### src/rtl/attn_head_scheduler.sv
// attn_head_scheduler: sequences one multi-head attention layer over a shared
// compute engine. Commands go out one at a time over a valid/ready port and
// the next command is chosen only after the engine's completion pulse.
//
// state  | meaning
// -------+-----------------------------------------------------------
// IDLE   | no layer in progress; waiting for start
// ISSUE  | cmd_valid high, command fields held until cmd_ready
// WAIT   | command accepted, waiting for eng_done
// DONE   | final command completed; one-cycle done pulse
module attn_head_scheduler #(
    parameter int SEQ    = 16,
    parameter int HEADS  = 8,
    parameter int HEAD_W = (HEADS > 1) ? $clog2(HEADS) : 1,
    parameter int ROW_W  = (SEQ > 1) ? $clog2(SEQ) : 1,
    parameter int CNT_W  = 16
) (
    input  logic              clk,
    input  logic              rst_n,
    input  logic              start,
    input  logic              abort,
    output logic              busy,
    output logic              done,
    output logic              cmd_valid,
    input  logic              cmd_ready,
    output logic [2:0]        cmd_op,
    output logic [HEAD_W-1:0] cmd_head,
    output logic [ROW_W-1:0]  cmd_row,
    input  logic              eng_done,
    output logic [CNT_W-1:0]  cmd_cnt,
    output logic              err
);

    typedef enum logic [1:0] {
        S_IDLE  = 2'd0,
        S_ISSUE = 2'd1,
        S_WAIT  = 2'd2,
        S_DONE  = 2'd3
    } state_t;

    localparam logic [2:0] OP_PROJ_QKV = 3'd0;
    localparam logic [2:0] OP_SCORE    = 3'd1;
    localparam logic [2:0] OP_SOFTMAX  = 3'd2;
    localparam logic [2:0] OP_AV       = 3'd3;
    localparam logic [2:0] OP_OUT_PROJ = 3'd4;

    localparam logic [HEAD_W-1:0] HEAD_LAST = HEAD_W'(HEADS - 1);
    localparam logic [ROW_W-1:0]  ROW_LAST  = ROW_W'(SEQ - 1);

    state_t            state_q, state_d;
    logic [2:0]        op_q, op_d;
    logic [HEAD_W-1:0] head_q, head_d;
    logic [ROW_W-1:0]  row_q, row_d;
    logic [CNT_W-1:0]  cnt_q, cnt_d;
    logic              err_q, err_d;

    // Next-state, command selection, progress counter and error flag.
    always_comb begin
        state_d = state_q;
        op_d    = op_q;
        head_d  = head_q;
        row_d   = row_q;
        cnt_d   = cnt_q;
        err_d   = err_q;

        case (state_q)
            S_IDLE: begin
                if (start) begin
                    state_d = S_ISSUE;
                    op_d    = OP_PROJ_QKV;
                    head_d  = '0;
                    row_d   = '0;
                    cnt_d   = '0;
                    err_d   = 1'b0;
                end
            end
            S_ISSUE: begin
                if (cmd_ready) begin
                    state_d = S_WAIT;
                end
            end
            S_WAIT: begin
                if (eng_done) begin
                    if (cnt_q != {CNT_W{1'b1}}) begin
                        cnt_d = cnt_q + CNT_W'(1);
                    end
                    state_d = S_ISSUE;
                    case (op_q)
                        OP_PROJ_QKV: begin
                            op_d  = OP_SCORE;
                            row_d = '0;
                        end
                        OP_SCORE:   op_d = OP_SOFTMAX;
                        OP_SOFTMAX: op_d = OP_AV;
                        OP_AV: begin
                            if (row_q != ROW_LAST) begin
                                op_d  = OP_SCORE;
                                row_d = row_q + ROW_W'(1);
                            end else if (head_q != HEAD_LAST) begin
                                op_d   = OP_PROJ_QKV;
                                head_d = head_q + HEAD_W'(1);
                                row_d  = '0;
                            end else begin
                                op_d   = OP_OUT_PROJ;
                                head_d = '0;
                                row_d  = '0;
                            end
                        end
                        OP_OUT_PROJ: begin
                            if (row_q != ROW_LAST) begin
                                row_d = row_q + ROW_W'(1);
                            end else begin
                                state_d = S_DONE;
                            end
                        end
                        default: state_d = S_IDLE;
                    endcase
                end
            end
            S_DONE: begin
                state_d = S_IDLE;
            end
            default: state_d = S_IDLE;
        endcase

        // Abort beats start and eng_done; the counter and fields keep their values.
        if (abort) begin
            state_d = S_IDLE;
            op_d    = op_q;
            head_d  = head_q;
            row_d   = row_q;
            cnt_d   = cnt_q;
            err_d   = err_q;
        end

        // A completion pulse is only legal while a command is outstanding.
        if (eng_done && (state_q != S_WAIT)) begin
            err_d = 1'b1;
        end
    end

    // State and datapath registers.
    always_ff @(posedge clk or negedge rst_n) begin
        if (!rst_n) begin
            state_q <= S_IDLE;
            op_q    <= OP_PROJ_QKV;
            head_q  <= '0;
            row_q   <= '0;
            cnt_q   <= '0;
            err_q   <= 1'b0;
        end else begin
            state_q <= state_d;
            op_q    <= op_d;
            head_q  <= head_d;
            row_q   <= row_d;
            cnt_q   <= cnt_d;
            err_q   <= err_d;
        end
    end

    assign busy      = (state_q != S_IDLE);
    assign done      = (state_q == S_DONE);
    assign cmd_valid = (state_q == S_ISSUE);
    assign cmd_op    = op_q;
    assign cmd_head  = head_q;
    assign cmd_row   = row_q;
    assign cmd_cnt   = cnt_q;
    assign err       = err_q;

endmodule
### config.mk
export PLATFORM = sky130hd
export DESIGN_NAME = attn_head_scheduler
export DESIGN_NICKNAME = d
export VERILOG_FILES = /design/src/rtl/attn_head_scheduler.sv
export SDC_FILE = /design/constraint.sdc
export NUM_CORES = 1
export LEC_CHECK = 0
export ABC_AREA = 1
export BUFFER_PORTS_ARGS = -buffer_cell sky130_fd_sc_hd__buf_4
export CAP_MARGIN = 20
export CORE_UTILIZATION = 39
export DETAILED_ROUTE_END_ITERATION = 10
export PLACE_DENSITY = 0.59
export SKIP_LAST_GASP = 1
export SLEW_MARGIN = 20
export SYNTH_ARGS = -nofsm -noshare
export SYNTH_HDL_FRONTEND = slang
export SYNTH_SLANG_ARGS = --single-unit
### constraint.sdc
create_clock -name clk -period 4.35 [get_ports clk]
set_input_delay 0.6525 -clock clk [delete_from_list [all_inputs] [get_ports clk]]
set_output_delay 0.6525 -clock clk [all_outputs]
set_load 0.01 [all_outputs]
# Yosys cells after proc, flatten, opt, wreduce, memory -nomap -nowiden
# Index checks and enable logic that the tools add are counted.
# totals
regBits	29
inputBits	6
out_inout_bits	30
# op_classes
addsub	3
n_eq_ne	23
n_mux	32
bitwise	1
n_reduce_logical	14
# op_table
cell	n
2-to-1 mux 16 bit	3
one-hot mux 16 bit (2 select lines)	1
2-to-1 mux 3 bit	8
adder 16 x 1 -> 16 bit (second input constant)	1
2-to-1 mux 4 bit	4
inequality test 16 bit (second input constant)	1
inequality test 3 bit (second input constant)	4
one-hot mux 3 bit (2 select lines)	2
one-hot mux 3 bit (4 select lines)	1
one-hot mux 4 bit (3 select lines)	1
AND reduction 6 bit	2
2-to-1 mux 2 bit	5
inequality test 2 bit (second input constant)	5
AND reduction 5 bit	2
one-hot mux 2 bit (4 select lines)	1
one-hot mux 4 bit (2 select lines)	1
nonzero test 2 bit	4
equality test 3 x 2 -> 1 bit (second input constant)	2
AND reduction 3 bit	2
inequality test 5 x 1 -> 1 bit (second input constant)	1
adder 4 x 1 -> 4 bit (second input constant)	1
equality test 2 bit (second input constant)	2
2-to-1 mux 1 bit	4
inequality test 2 x 1 -> 1 bit (second input constant)	2
13 further kinds	13

# Longest topological paths before layout
# depth
depth_word	6
mapped_depth	10
mapped_depth_nobuf	9

# Worst setup path before layout
# OpenSTA, ideal clock, no wires.
# synth_path
kind	reg-to-reg
from	register cnt_q[0], in the netlist cmd_cnt[0]
to	register cnt_q[0], in the netlist cmd_cnt[0]
setup_ns	0.128
arrival_ns	1.444
setup_slack_ns	2.778
stages_incl_launch_ff	10
path_cell_list	dfrtp_1 -> ha_1 -> nand2_1 -> nor2_1 -> nand2_1 -> nor2_2 -> nand2_2 -> nand3_2 -> buf_6 -> o21ai_1
# synth_via
elab_chain_cells	4
# synth_lines
element	line_no	source
from (decl)	54	logic [CNT_W-1:0] cnt_q, cnt_d;
from (signal assigned)	156	cnt_q <= cnt_d;
adder 16 x 1 -> 16 bit	85	cnt_d = cnt_q + CNT_W'(1);
2-to-1 mux 16 bit	84	if (cnt_q != {CNT_W{1'b1}}) begin
2-to-1 mux 16 bit	83	if (eng_done) begin
one-hot mux 16 bit (2 select lines)	66	case (state_q)
# Several ways; a longest one is shown, not always the timed one. The select of a mux whose other input is x is not followed.
# A chain may end at the register's enable or synchronous reset.

# Worst setup path in the final report
# layout_path
from	register state_q[1]
to	output port cmd_valid
# layout_via
elab_chain_cells	1
# layout_lines
element	line_no	source
from (decl)	50	state_t state_q, state_d;
from (signal assigned)	152	state_q <= state_d;
equality test 2 x 1 -> 1 bit	163	assign cmd_valid = (state_q == S_ISSUE);
to (decl)	24	output logic cmd_valid,
# Every way passes these cells.

==> results.md <==
* Status: complete, no violations
* Cell area power density at 265 mW/mm2
* Synth top area share at 40.9%
* Via count at about 1600
* Core area at 0.00435 mm2
* Layout cells sized above 1 at between 20% and 30%
* Synthesized flop and latch total at 29
* Tightest Pin Transition at ~470 ps
* Gr usage total at between 10% and 20%
* CP Launch Type: register
* Die height at just under 70 um
* Routed len/inst at 11.9 um
* WS Path Type: register to output pin
* Hold_buf cts at 0
* LEAKAGE at between 0.0009 and 0.001 uW
* Multi-input logic area at 940 um2
* Iter 0 DRT Violations at 65
* Syn Area/Cell at between 7 and 8 um2
* Antenna Violating Nets Remaining at 0
* Clk_lat worst skew at ~290 ps
* Antenna diodes at 0
* Max_cap viols at 0
* Peak VDD IR at about 0.15 mV
* Crit path required time at roughly 3700 ps
* Post-Syn Area at about 0.0018 mm2
* Top-count cell post-synth: nand2_1
* Hold Fails Final Rpt at 0
* DRC viols at 0
* Gpl congestion at 0.828
* Multiplexer area fraction after synthesis at 0%
* Antenna violations before repair at 0
* Main combinational cell family by area after synthesis: simple AND/OR/NAND/NOR gates
* Ys flop type: dfrtp_1
* Synth Area in Simple Gates at approximately a third
* CTS Root Buffer Type: clkbuf_8
* Ys Warns at 0
* Adder-Cell Fraction of Synth Area at 2.82%
* Clock Tree Buf Depth at 2
* CP Data Arrival Time at about 1100 ps
* RSZ-0062 raised after global routing: false
* Post-synthesis compound-gate area fraction at 12.5%
* Crit share post-route at between 40 and 50%
* Number of nets in the layout at between 200 and 300
* Critical path peak fanout at 6
* Max Fclk at 558 MHz
* Crit path max-delay family: flip-flops
* XOR/XNOR Fraction of Synth Area at 3.95%
* Count of final setup violators at 0
* Buf/Inv on CP at 3
* Final slew viol count at 0
* Die width at 69.5 um
* First-pass GRT wire length at roughly 6800 um
* Post-synthesis net count at 249
* Synth async-reset ratio at between 90% and 100%
* # H-tree levels at 2
* Total negative slack at 0 ps
* Relative slew slack at slightly below 70%
* Sequential share of the synthesized area at between 40% and 50%
* Synth cell types at 28
* Largest net degree at the start of global routing at 30
* Register area at just over 700 um2
* Final min period at roughly 1800 ps
* CTS Buf Count at 5
* Crit-path cells: inv_2 -> nand2_1 -> inv_1 -> buf_4
* CTS clk-pin slew, worst paths at around 70 ps
* Count of input and output buffers at 35
* Area contributors post-synth: dfrtp_1, nand2_1, nor2_1
* TritonCTS clock tree: yes
* TritonRoute pass-1 iters at 4
* Synth top cells by count: nand2_1, dfrtp_1, nor2_1, inv_1
* Critical Path End Type: output pin
* Drt total wl at between 3000 and 4000 um
* Gr ovfl total at 0
* Row count at 24
* Worst hold path type: input pin to async pin
* Hold Slack at ~280 ps
* Max stage delay on crit path at between 400 and 500 ps
* Post-CTS sizing at 0
* Worst Skew at 5.44 ps
* Post-DP HPWL at 2850 um
* Worst path slowest cell: dfrtp_1
* Vias in the first global route at about 1400
* Initial core utilization at between 40% and 50%
* Die area at approximately 0.0048 mm2
* Vias per Instance at between 4 and 5
* Area leader, netlist: dfrtp_1
* Fillers at between 400 and 500
* # IOs at 36
* Clk sinks at 29
* Syn-to-layout area delta at 21.9%
* Post-CTS setup buffers at 0
* Number of synthesized flops with an enable pin at 0
* Syn Inst Count at ~240
[where the power goes]
group          internal [uW]  switching [uW]
clock                    112             116
sequential               275            7.62
combinational           22.6            41.0
[cell families (layout without fill, tap and decap cells)]
| logic type | count (synthesis) | in the layout |
|---|---|---|
| xor+xnor | 8 | 8 |
| flops | 29 | 29 |
| simple gates | 139 | 139 |
| buf+inv | 24 | 64 |
| compound gates | 35 | 35 |
| fa+ha+maj | 4 | 4 |
[registers in the layout (all words and copies together), names as in the netlist]
signal    flops
cmd_cnt      16
cmd_head      3
cmd_op        3
cmd_row       4
err           1
state_q       2
[stage by stage]
stage	utilization (%)	std cells	setup slack (ps)	total power, uW	area (um2)
global route	49.7	331	2330	605	2160
detailed placement	47.6	323	2450	353	2070
global placement	47.6	323	2530	353	2070
CTS	49.7	331	2530	584	2160
finish	49.7	331	2560	574	2160
floorplan	-	239	2780	326	1770
[cell type report]
cell class / count / area share, %
clock buffers: 5 / 3.18
clock inverters: 3 / 1.04
inverters: 21 / 3.64
multi-input cells: 186 / 43.4
flip-flops and latches: 29 / 33.5
well taps: 52 / 3.01
repair buffers: 35 / 12.1
[cell usage in the layout (no fill, tap or decap)]
cell,netlist,final
clkbuf_8,0,5
o21ai_0,16,16
nand4_1,5,5
nand2_1,78,78
o21ai_2,7,7
a31oi_1,1,1
dfrtp_1,29,29
nand3_2,2,2
nand2_2,2,2
o211ai_1,1,1
nand3_1,16,16
a21oi_4,1,1
nand3b_1,1,1
nor2_1,29,29
xnor2_1,4,4
o21bai_1,2,2
inv_1,20,20
nor2_4,1,1
inv_2,1,1
xor2_1,4,4
nor3_1,2,2
a21oi_1,4,4
nand2_4,1,1
nor2_2,2,2
ha_1,4,4
o21ai_1,3,3
clkinvlp_4,0,3
buf_4,0,35
[routing by layer]
metal,part of all wire (%),GRT usage (%),wire [um]
met5,0,0,0
met3,4.8,4.51,189
met4,1.3,7.48,51
met2,43,25.1,1670
met1,51,26.2,2010
[worst paths after layout]
| path | startpoint | endpoint | slack [ps] | cells after the start |
|---|---|---|---|---|
| max reg2reg | cmd_cnt[1]$_DFFE_PN0P_ | cmd_cnt[10]$_DFFE_PN0P_ | 2560 | 8 |
| min in group clk | err$_DFFE_PN0P_ | err$_DFFE_PN0P_ | 500 | 2 |
| min reg2reg | err$_DFFE_PN0P_ | err$_DFFE_PN0P_ | 500 | 2 |
| min | rst_n | state_q[1]$_DFFE_PN0P_ | 280 | 1 |
| max | state_q[1]$_DFFE_PN0P_ | cmd_valid | 2560 | 4 |
| max in group asynchronous | rst_n | cmd_cnt[4]$_DFFE_PN0P_ | 3790 | 1 |
No activity file was read; power rests on OpenSTA's default activity.
